### config.mk
export PLATFORM = sky130hd
export DESIGN_NAME = barrett_stream_ctrl
export DESIGN_NICKNAME = d
export VERILOG_FILES = /design/src/rtl/barrett_stream_ctrl.sv
export SDC_FILE = /design/constraint.sdc
export NUM_CORES = 1
export LEC_CHECK = 0
export CAP_MARGIN = 15
export CORE_ASPECT_RATIO = 0.9
export CORE_MARGIN = 2
export CORE_UTILIZATION = 50
export DETAILED_ROUTE_END_ITERATION = 8
export HOLD_SLACK_MARGIN = 0.02
export MAX_ROUTING_LAYER = met4
export PLACE_DENSITY_LB_ADDON = 0.05
export SLEW_MARGIN = 40
export SYNTH_ARGS = -nofsm -noshare
export SYNTH_HDL_FRONTEND = slang
export SYNTH_SLANG_ARGS = --single-unit
### constraint.sdc
create_clock -name clk_i -period 3.25 [get_ports clk_i]
set_clock_uncertainty 0.15 [all_clocks]
set_input_delay 0.975 -clock clk_i [delete_from_list [all_inputs] [get_ports clk_i]]
set_output_delay 0.975 -clock clk_i [all_outputs]
set_load 0.005 [all_outputs]
### src/rtl/barrett_stream_ctrl.sv
// -----------------------------------------------------------------------------
// barrett_stream_ctrl
//
// Stream-side controller for the barrett_pipelined reducer. It holds the
// modulus m and the precomputed Barrett mu. It accepts operands x on an input
// stream and issues at most one x per cycle to the reducer. Reducer results
// are collected into an in-order buffer and presented on an output stream.
//
// The reducer cannot be stalled. The controller therefore accepts an operand
// only while a buffer slot is guaranteed for it. The occupied counter tracks
// operands that are accepted but not yet consumed at the output, whether they
// are in the reducer or already buffered. It never exceeds DEPTH.
//
// Handshake rule (both streams): a transfer happens on a rising clk_i edge
// where valid and ready are both high. Ready never depends on the valid of
// the same stream. A valid producer holds its data until the transfer.
//
// Ports:
//   clk_i          rising-edge clock
//   rst_ni         asynchronous active-low reset
//   cfg_load_i     one-cycle pulse that loads cfg_m_i / cfg_mu_i
//   cfg_m_i        modulus
//   cfg_mu_i       precomputed Barrett mu
//   in_valid_i     operand valid
//   in_ready_o     operand accepted when in_valid_i & in_ready_o
//   in_x_i         operand x
//   red_start_o    reducer start_i
//   red_x_o        reducer x_i
//   red_m_o        reducer m_i (held register)
//   red_mu_o       reducer mu_i (held register)
//   red_result_i   reducer result_o
//   red_valid_i    reducer valid_o
//   out_valid_o    result valid (buffer non-empty)
//   out_ready_i    result consumed when out_valid_o & out_ready_i
//   out_data_o     x mod m, in acceptance order
//   busy_o         work in flight, buffered, or being issued
//   err_o          sticky error flag, cleared only by reset
// -----------------------------------------------------------------------------
module barrett_stream_ctrl #(
    parameter int WIDTH   = 64,
    parameter int LATENCY = 4,
    parameter int DEPTH   = 8
) (
    input  logic             clk_i,
    input  logic             rst_ni,
    input  logic             cfg_load_i,
    input  logic [WIDTH-1:0] cfg_m_i,
    input  logic [WIDTH-1:0] cfg_mu_i,
    input  logic             in_valid_i,
    output logic             in_ready_o,
    input  logic [WIDTH-1:0] in_x_i,
    output logic             red_start_o,
    output logic [WIDTH-1:0] red_x_o,
    output logic [WIDTH-1:0] red_m_o,
    output logic [WIDTH-1:0] red_mu_o,
    input  logic [WIDTH-1:0] red_result_i,
    input  logic             red_valid_i,
    output logic             out_valid_o,
    input  logic             out_ready_i,
    output logic [WIDTH-1:0] out_data_o,
    output logic             busy_o,
    output logic             err_o
);

    localparam int AW   = $clog2(DEPTH);
    localparam int PW   = AW + 1;
    localparam int CW   = $clog2(DEPTH + 1);
    // At most LATENCY reductions overlap inside the reducer. Credits also cap
    // them at DEPTH.
    localparam int IMAX = (LATENCY < DEPTH) ? LATENCY : DEPTH;
    localparam int IW   = $clog2(IMAX + 1);
    localparam logic [CW-1:0] DEPTH_C = CW'(DEPTH);

    typedef enum logic [0:0] {
        S_UNCFG = 1'b0,
        S_RUN   = 1'b1
    } state_e;

    state_e           state_q;
    logic [WIDTH-1:0] m_q;
    logic [WIDTH-1:0] mu_q;
    logic [WIDTH-1:0] x_q;
    logic             start_q;
    logic [CW-1:0]    occupied_q;
    logic [IW-1:0]    inflight_q;
    logic [PW-1:0]    wr_ptr_q;
    logic [PW-1:0]    rd_ptr_q;
    logic [WIDTH-1:0] buf_q [DEPTH];
    logic             err_q;

    logic in_hs;
    logic out_hs;
    logic buf_empty;
    logic buf_full;
    logic red_known;
    logic red_stray;
    logic buf_we;
    logic buf_overflow;
    logic cfg_err;

    // Pointers carry one extra wrap bit. Equal pointers mean empty. Pointers
    // that differ only in the wrap bit mean full.
    assign buf_empty = (wr_ptr_q == rd_ptr_q);
    assign buf_full  = (wr_ptr_q[AW] != rd_ptr_q[AW]) &&
                       (wr_ptr_q[AW-1:0] == rd_ptr_q[AW-1:0]);

    assign busy_o      = (inflight_q != '0) | ~buf_empty | start_q;
    assign in_ready_o  = (state_q == S_RUN) & ~cfg_load_i & (occupied_q < DEPTH_C);
    assign in_hs       = in_valid_i & in_ready_o;
    assign out_valid_o = ~buf_empty;
    assign out_data_o  = buf_q[rd_ptr_q[AW-1:0]];
    assign out_hs      = out_valid_o & out_ready_i;

    assign red_start_o = start_q;
    assign red_x_o     = x_q;
    assign red_m_o     = m_q;
    assign red_mu_o    = mu_q;
    assign err_o       = err_q;

    // A reducer result is legitimate only if a reduction is outstanding. A
    // result that arrives after a reset abandoned its reduction is discarded.
    assign red_known    = red_valid_i & (inflight_q != '0);
    assign red_stray    = red_valid_i & (inflight_q == '0);
    assign buf_we       = red_known & ~buf_full;
    assign buf_overflow = red_known & buf_full;
    // Changing m/mu under in-flight work would corrupt those results.
    assign cfg_err      = (state_q == S_RUN) & cfg_load_i & busy_o;

    // Configuration FSM. It holds the modulus registers that feed the reducer.
    always_ff @(posedge clk_i or negedge rst_ni) begin
        if (!rst_ni) begin
            state_q <= S_UNCFG;
            m_q     <= '0;
            mu_q    <= '0;
        end else begin
            case (state_q)
                S_UNCFG: begin
                    if (cfg_load_i) begin
                        m_q     <= cfg_m_i;
                        mu_q    <= cfg_mu_i;
                        state_q <= S_RUN;
                    end
                end
                S_RUN: begin
                    if (cfg_load_i && !busy_o) begin
                        m_q  <= cfg_m_i;
                        mu_q <= cfg_mu_i;
                    end
                end
                default: state_q <= S_UNCFG;
            endcase
        end
    end

    // Issue register, credit/inflight counters, buffer pointers, error flag.
    always_ff @(posedge clk_i or negedge rst_ni) begin
        if (!rst_ni) begin
            start_q    <= 1'b0;
            x_q        <= '0;
            occupied_q <= '0;
            inflight_q <= '0;
            wr_ptr_q   <= '0;
            rd_ptr_q   <= '0;
            err_q      <= 1'b0;
        end else begin
            start_q <= in_hs;
            if (in_hs) begin
                x_q <= in_x_i;
            end

            if (in_hs && !out_hs) begin
                occupied_q <= occupied_q + CW'(1);
            end else if (!in_hs && out_hs) begin
                occupied_q <= occupied_q - CW'(1);
            end

            if (start_q && !red_known) begin
                inflight_q <= inflight_q + IW'(1);
            end else if (!start_q && red_known) begin
                inflight_q <= inflight_q - IW'(1);
            end

            if (buf_we) begin
                wr_ptr_q <= wr_ptr_q + PW'(1);
            end
            if (out_hs) begin
                rd_ptr_q <= rd_ptr_q + PW'(1);
            end

            if (cfg_err || red_stray || buf_overflow) begin
                err_q <= 1'b1;
            end
        end
    end

    // Result storage. The head entry is read directly, so the first word is
    // visible as soon as it is written.
    always_ff @(posedge clk_i or negedge rst_ni) begin
        if (!rst_ni) begin
            for (int i = 0; i < DEPTH; i++) begin
                buf_q[i] <= '0;
            end
        end else if (buf_we) begin
            buf_q[wr_ptr_q[AW-1:0]] <= red_result_i;
        end
    end

endmodule

* Yosys cells after proc, flatten, opt, wreduce, memory -nomap -nowiden
Index checks and enable logic that the tools add are counted.
** Cells by class
- Bitwise operators :: 18
- Multiply operators :: 0
- $lt $le $gt $ge :: 4
- Multiplexer cells :: 18
- Divide/modulo/power cells :: 0
- Add/subtract/negate cells :: 6
- Reduce and logical (&&, ||, !) cells :: 19
- Equal/unequal tests :: 5
- Shift operators :: 0
** Operator list (count)
- bitwise mux 512 bit :: 1
- two-way mux 64 bit :: 7
- case mux 64 bit (2 select lines) :: 2
- binary-select mux 64 bit (select 3 bit) :: 1
- demux 64 bit (select 3 bit) :: 1
- adder 4 x 1 -> 4 bit, second input constant :: 3
- bitwise AND 1 bit :: 10
- greater-or-equal comparator 4 bit, second input constant :: 2
- two-way mux 4 bit :: 2
- NOT 3 -> 4 bit :: 2
- logical AND 1 bit :: 7
- two-way mux 3 bit :: 2
- logical NOT 1 bit :: 5
- == test 4 bit :: 1
- less-than comparator 4 x 1 -> 1 bit, second input constant :: 1
- less-than comparator 4 bit, second input constant :: 1
- NOT 1 bit :: 4
- nonzero test 2 bit :: 2
- subtractor 4 x 1 -> 4 bit, second input constant :: 1
- adder 3 x 1 -> 3 bit, second input constant :: 1
- == test 3 bit :: 1
- logical NOT 3 bit :: 1
- nonzero test 3 bit :: 1
- subtractor 3 x 1 -> 3 bit, second input constant :: 1
- 7 further kinds :: 10
** Storage, ports and cells
- Register bits after elaboration :: 722
- Bits of input ports :: 262
- Bits in latches :: 0
- Memory bits (writable) :: 0
- Bits in read-only memories :: 0
- Memories kept :: 0
- Logic and storage cells :: 88
- Output and inout port bits :: 261

* Depth between registers and ports, before layout
- Depth in word-level cells :: 8
- Depth in mapped cells :: 12
- Depth with buffers taken out :: 10

* Least setup slack after synthesis
No wires, ideal clock.
- Path type :: input to register
- From :: in cfg_load_i
- To :: reg occupied_q[3]
- Buffers on the path :: 3
- Path slack :: -0.398 ns
- Cell stages on the path :: 11
- Library setup time :: 0.136 ns
- Data required time :: 2.964 ns
- Arrival :: 3.362 ns
- Path through :: clkbuf_1 > nor3b_1 > and2_1 > clkbuf_1 > buf_2 > ha_1 > inv_1 > ha_1 > a21o_1 > a2111oi_0 > o31ai_1
** Between the ends
- Longest elaborated chain between the ends :: 7
- Elaborated cells between the ends (all ways) :: 9
- Those cells by class :: mux: 1; bitwise: 4; reduce/logical: 4
** RTL lines
- from (decl) :: RTL line 46 : input logic cfg_load_i,
- NOT 1 bit * :: RTL line 108 : assign in_ready_o = (state_q == S_RUN) & ~cfg_load_i & (occupied_q < DEPTH_C);
- bitwise AND 1 bit * (2 in a row) :: RTL line 108
- via in_ready_o :: RTL line 50 : output logic in_ready_o,
- bitwise AND 1 bit * :: RTL line 109 : assign in_hs = in_valid_i & in_ready_o;
- via in_hs :: RTL line 91 : logic in_hs;
- logical NOT 1 bit :: RTL line 173 : end else if (!in_hs && out_hs) begin
- logical AND 1 bit :: RTL line 173
- nonzero test 2 bit (no source line)
- to (signal assigned) :: RTL line 172 : occupied_q <= occupied_q + CW'(1);
- to (signal assigned) :: RTL line 174 : occupied_q <= occupied_q - CW'(1);
- to (decl) :: RTL line 84 : logic [CW-1:0] occupied_q;
The timed path passes the listed nets; every way through them passes the cells marked *.
A chain may end at the register's enable or synchronous reset.

* Worst setup path in the final report
- From :: reg rd_ptr_q[0]
- To :: out out_data_o[43]
** Between the ends
- Longest elaborated chain between the ends :: 4
** RTL lines
- from (decl) :: RTL line 87 : logic [PW-1:0] rd_ptr_q;
- from (signal assigned) :: RTL line 187 : rd_ptr_q <= rd_ptr_q + PW'(1);
- NOT 3 -> 4 bit (not written as such) :: RTL line 111 : assign out_data_o = buf_q[rd_ptr_q[AW-1:0]];
- binary-select mux 64 bit (select 3 bit) :: RTL line 111
- two-way mux 64 bit (not written as such) (2 in a row) :: RTL line 111
- to (decl) :: RTL line 60 : output logic [WIDTH-1:0] out_data_o,
Every way passes these cells. The select of a mux whose other input is x is not followed.

==> reports/results.ini <==
[clock_tree]
numCtsBuffers = 78
clk_latency_ns = 0.62
clk_path_buf_depth = 3
root_buffer = clkbuf_16
cts.clk_slew.worst_paths_ns = 0.06
h-tree-depth = 3
cts_tree = built
cts_num_sinks = 722

[finish]
area.growth.synth_to_final_pct = 30.9
fin_cells = 4110
fill_cells = 4987
postLayoutCoreUtil_pct = 66.1
nets = 3381
stdcell_area_mm2 = 0.0453
drive_above_1_share_pct = 34.7

[power]
p_leak_nw = 19.6
power_density_mw_per_mm2 = 982
irDropWorstVdd_mv = 0.759

[sta]
setup_viol = 65
hold_viol = 0
max_freq_mhz = 265
fin_crit_ns = 3.78
setup_tns_ns = -24.43
tightestPinTransition_ns = 0.881
slew_headroom_pct = 41.2
rsz0062_at_grt = true
final_max_slew_viol_count = 0
finalCritPeriodShare_pct = 116
finalWorstSetupSlack_ns = -0.529

[drt]
drc = 0
wire_per_inst_um = 23.9
vias = 24400
antenna_left = 0
drt-vias-per-instance = 5.94
dr.first_iter.drc_count = 1526
routed_wl_um = 98100
firstDrtPassIters = 5

[synth]
syn_inst = 2560
ys_ff_latch = 722
ys_seq_area_share_pct = 52.2
synth.distinct_cells = 44
syn_area_per_cell_um2 = 13.5
netlist_area_mm2 = 0.0346
ys.flop_type = dfrtp_1
synth_fp_nets = 2830
synth-async-reset-ratio_pct = 100
ys_warn_count = 0
synth-edff-count = 0

[global_routing]
antenna_found_initial = 16
grt_overflow = 0
grt_max_degree = 195
grt_pass1_vias = 25000
track_usage_pct = 27.6
grt_pass1_wl_um = 149000

[die]
die_area_mm2 = 0.0713
start_util_pct = 50.5
fp.dieH_um = 254
die_w_um = 281
io_pins = 523
core_area_mm2 = 0.0685
rows = 91

[place]
gp_congestion = 0.822
postPlaceCellArea_mm2 = 0.0416
post-place-cells = 3883
dpl.hpwl_um = 61300
io_buffers = 522

[critical_path]
worstPathArrival_ns = 2.65
cp-start-kind = flop
cp_max_fo = 5
setup.worst_path.start = rd_ptr_q[0]$_DFFE_PN0P_
crit_required_ns = 2.12
r2r_cells = 14
rrSetupSlack_ns = 0.14
worstReg2RegStart = rd_ptr_q[0]$_DFFE_PN0P_
crit_type = reg2out
end_kind = primary output
reg2reg_to = occupied_q[3]$_DFFE_PN0P_

[job]
max_cap_viol_count = 0

[min_path]
hold_class = in2async

[run_status]
violations = setup timing
outcome = complete, but fails checks

[metrics by stage]
stage | power, mW | worst slack [ns] | hold WS, ns
global placement | 33.2 | -0.00408 | 0.312
detailed placement | 34.0 | -0.0373 | 0.321
floorplan | 26.3 | 0.0461 | 0.303
CTS | 43.6 | -0.667 | 0.125
global route | 47.0 | -0.578 | 0.150
finish | 44.5 | -0.529 | 0.143
[critical path, stage by stage (launching register included)]
cell	delay, ns
dfrtp_4	0.52
buf_12	0.14
clkbuf_16	0.15
buf_12	0.12
buf_6	0.11
buf_6	0.11
mux4_2	0.41
mux2_4	0.32
buf_6	0.13
[synthesized netlist by cell type (all sizes together) (5+ instances only)]
cell | instances | area share, %
clkbuf | 133 | 1.4
mux2 | 645 | 22
ha | 6 | 0.22
xnor2 | 10 | 0.25
mux4 | 128 | 8.3
buf | 97 | 1.7
nand3 | 258 | 3.7
nand2 | 135 | 1.5
a221oi | 127 | 3.2
o211ai | 128 | 2.8
xor2 | 5 | 0.13
dfrtp | 722 | 52
nor2 | 130 | 1.4
[per-layer routing]
metal	track usage [%]	wire length, um
met1	35.6	40300
met2	43.1	48000
met3	5.91	5620
met4	10.9	4110
met5	-	0
[cells in the final DEF, fill, tap and decap left out, drive strengths merged, types with 2 or more instances in the layout]
master,n
ha,6
dfrtp,722
nand3,258
clkbuf,142
mux2,645
nand2,135
a221oi,127
xnor2,10
dlygate4sd2,2
xor2,5
diode,16
nor3b,3
clkinv,17
mux4,128
fa,2
clkdlybuf4s50,454
o31ai,2
o21ai,2
inv,4
o211ai,128
nor3,3
nor2,130
and4b,3
buf,216
[report_power, final]
| part | switching [mW] | total, mW | internal (mW) | leakage [nW] |
|---|---|---|---|---|
| registers | 2.07 | 14.9 | 12.8 | 8.25 |
| logic | 8.02 | 20.9 | 12.9 | 10.1 |
| clock network | 3.67 | 8.64 | 4.97 | 1.22 |
[cells by family after synthesis]
family / synth area share (%)
AOI/OAI and AO/OA: 6.22
xor gates and xnor gates: 0.380
adders and majority gates: 0.333
and+or+nand+nor: 7.01
DFF: 52.2
muxes: 30.6
buffers and inverters: 3.20
[final cells by class]
cell class              instances  area (um2)  area share [%]
flip-flops and latches        722       18100            39.9
multi-input cells            1605       15700            34.8
repair buffers                701        7790            17.2
clock buffers                 113        2300            5.07
well taps                     930        1160            2.57
clock inverters                20         158           0.348
diodes                         16        40.0          0.0884
inverters                       3        12.5          0.0276
[what timing repair did]
action,CTS,global route
gates resized for setup,261,151
pin swaps,2,2
setup endpoints to repair,66,71
buffers inserted,27,51
hold buffers,0,0
hold endpoints to repair,0,0
gates cloned,1,5
[worst max path at each step]
stage | end | depth (start not counted)
after floorplan | occupied_q[3]$_DFFE_PN0P_ | 11
after global placement | out_data_o[40] | 5
after detailed placement | out_data_o[26] | 5
after CTS | out_data_o[41] | 5
after global routing | out_data_o[63] | 8
final | out_data_o[43] | 8
[flip-flops by register name (all words and copies together), names as in the netlist, 3 cells and up]
signal	count
inflight_q	3
occupied_q	4
rd_ptr_q	4
red_m_o	64
red_x_o	64
red_mu_o	64
buf_q	512
wr_ptr_q	4
(Power assumes the default switching activity.)
==> RTL edit, RTL diff (same settings) <==
Reset style: synchronous (`rst_ni`), changed in 3 clocked blocks. Comments in the files are not updated.
--- a/src/rtl/barrett_stream_ctrl.sv
+++ b/src/rtl/barrett_stream_ctrl.sv
@@ -127,7 +127,7 @@
     assign cfg_err      = (state_q == S_RUN) & cfg_load_i & busy_o;
 
     // Configuration FSM. It holds the modulus registers that feed the reducer.
-    always_ff @(posedge clk_i or negedge rst_ni) begin
+    always_ff @(posedge clk_i) begin
         if (!rst_ni) begin
             state_q <= S_UNCFG;
             m_q     <= '0;
@@ -153,7 +153,7 @@
     end
 
     // Issue register, credit/inflight counters, buffer pointers, error flag.
-    always_ff @(posedge clk_i or negedge rst_ni) begin
+    always_ff @(posedge clk_i) begin
         if (!rst_ni) begin
             start_q    <= 1'b0;
             x_q        <= '0;
@@ -195,7 +195,7 @@
 
     // Result storage. The head entry is read directly, so the first word is
     // visible as soon as it is written.
-    always_ff @(posedge clk_i or negedge rst_ni) begin
+    always_ff @(posedge clk_i) begin
         if (!rst_ni) begin
             for (int i = 0; i < DEPTH; i++) begin
                 buf_q[i] <= '0;
Check against the original RTL: differs if rst_ni is asserted again (counterexample within 4 cycles, from zero or initial values and one cycle with rst_ni low); with rst_ni held inactive, the same outputs for 4 cycles.
==> RTL edit against the unedited design <==
- the run still ends with negative setup slack left
- synthesized cell count decreased by 11%
- maximum frequency increased by 4.3%
- setup slack improved by 150 ps
- hold slack improved by 160 ps
- sequential cell count increased by 3
- routed wire length decreased by 12%
- register-to-register slack improved by 340 ps
- design area decreased by 7.8%
- critical path depth increased by 1
- synthesized area decreased by 10%
- final cell count decreased by 8.2%
Power is not compared: it rests on default switching activity, and its combinational part moved more than twofold at a synthesized area within 25%.
==> RTL edit: results <==
[yosys]
synthTopCellsByCount = "513 x and2_1, 512 x edfxtp_1, 390 x nand2_1, 213 x dfxtp_1, 134 x mux2i_1"
synthTopCellsByArea = "edfxtp_1 50%, dfxtp_1 14%, and2_1 10%"
synth_cell_type_count = 40
synth_async_sr_flop_share_pct = 0
synth_edf_count = 512
seq_area_frac_synth_pct = 63.3
synth_nets = 2547

[final_layout]
fill_cells = 4429
largest_register_ffs = 512
regMostFlops = "buf_q"
drive_gt1_share_pct = 19.8
nets = 3177
final_cells = 3773

[min_path]
min_path_type = "register to register"

[clock_network]
clock_latency_ps = 600
cts_buffers = 76

[timing]
maxSlewHeadroom_pct = 50.1
setup_viol = 64
tns_ps = -15040
setup_slack_ps = -375

[global_route]
first_global_vias = 20937
grt_pass1_wl_mm = 126
use_met3_pct = 6.28
use_met1_pct = 34.2
antenna_found_initial = 14

[worst_setup_path]
r2r_cells = 9
crit_arrival_ps = 2500
max_stage_delay_ps = 410
cp_slowest_cell = "mux4_2"

[routing]
post_drt_via_cell_ratio = 5.32
drt_first_iter_violations = 1269
routedWlPerCell_um = 22.8
dr.pass1.iters = 4

[place]
dp.cells = 3535
placed_cell_area_um2 = 38200
gp_congestion = 0.854

[outcome]
status = "finished with violations"
violations = "negative setup slack"
RTL edit: cell families after synthesis:
| family | count (synthesis) | share of synthesized area, % |
|---|---|---|
| simple gates | 955 | 16.1 |
| flops | 725 | 63.3 |
| mux | 326 | 15.9 |
| buf+inv | 167 | 2.50 |
| compound gates | 83 | 1.45 |
| xor+xnor | 13 | 0.367 |
| fa+ha+maj | 8 | 0.371 |
RTL edit: path summary, 6_finish.rpt:
check	slack, ps	endpoint
setup / recovery	-370	out_data_o[4]
hold / removal	300	red_x_o[34]
setup reg to reg	480	occupied_q[3]
hold reg to reg	300	red_x_o[34]
RTL edit: layer usage:
metal,vias up,part of all wire (%)
met1,10039,40
met3,137,6.6
met2,588,50
met5,-,0
li1,9315,-
met4,0,2.9
RTL edit: worst register-to-register path, cell delays in order (launching register included):
cell,delay [ps]
dfxtp_4,390
xor2_1,200
o41ai_2,470
ha_1,250
inv_1,100
ha_1,280
a21o_1,180
a21oi_1,190
mux2i_1,270
mux2i_1,210
RTL edit: timing repair:
item | in CTS | in global routing
pin swaps | 1 | 0
gates resized for setup | 207 | 142
buffers inserted | 35 | 48
gates cloned | 1 | 7
endpoints found under the setup margin | 67 | 66
RTL edit: cell type report:
cell class | count | area share (%)
Timing Repair Buffer | 712 | 18.6
Clock inverter | 39 | 0.668
Antenna cell | 15 | 0.0899
Multi-Input combinational cell | 1385 | 26.2
Inverter | 7 | 0.0629
Tap cell | 792 | 2.37
Clock buffer | 98 | 4.93
Sequential cell | 725 | 47.1
RTL edit: through the flow:
stage	util, %	setup WS [ps]
after detailed placement	62.3	-245
after global placement	62.3	-209
after floorplan	-	33.3
final	68.1	-375
after CTS	66.9	-538
after global routing	68.1	-443
RTL edit: power by group:
| part | internal, µW | switching [µW] |
|---|---|---|
| clock | 4710 | 3570 |
| sequential | 10800 | 418 |
| combinational | 4750 | 3250 |
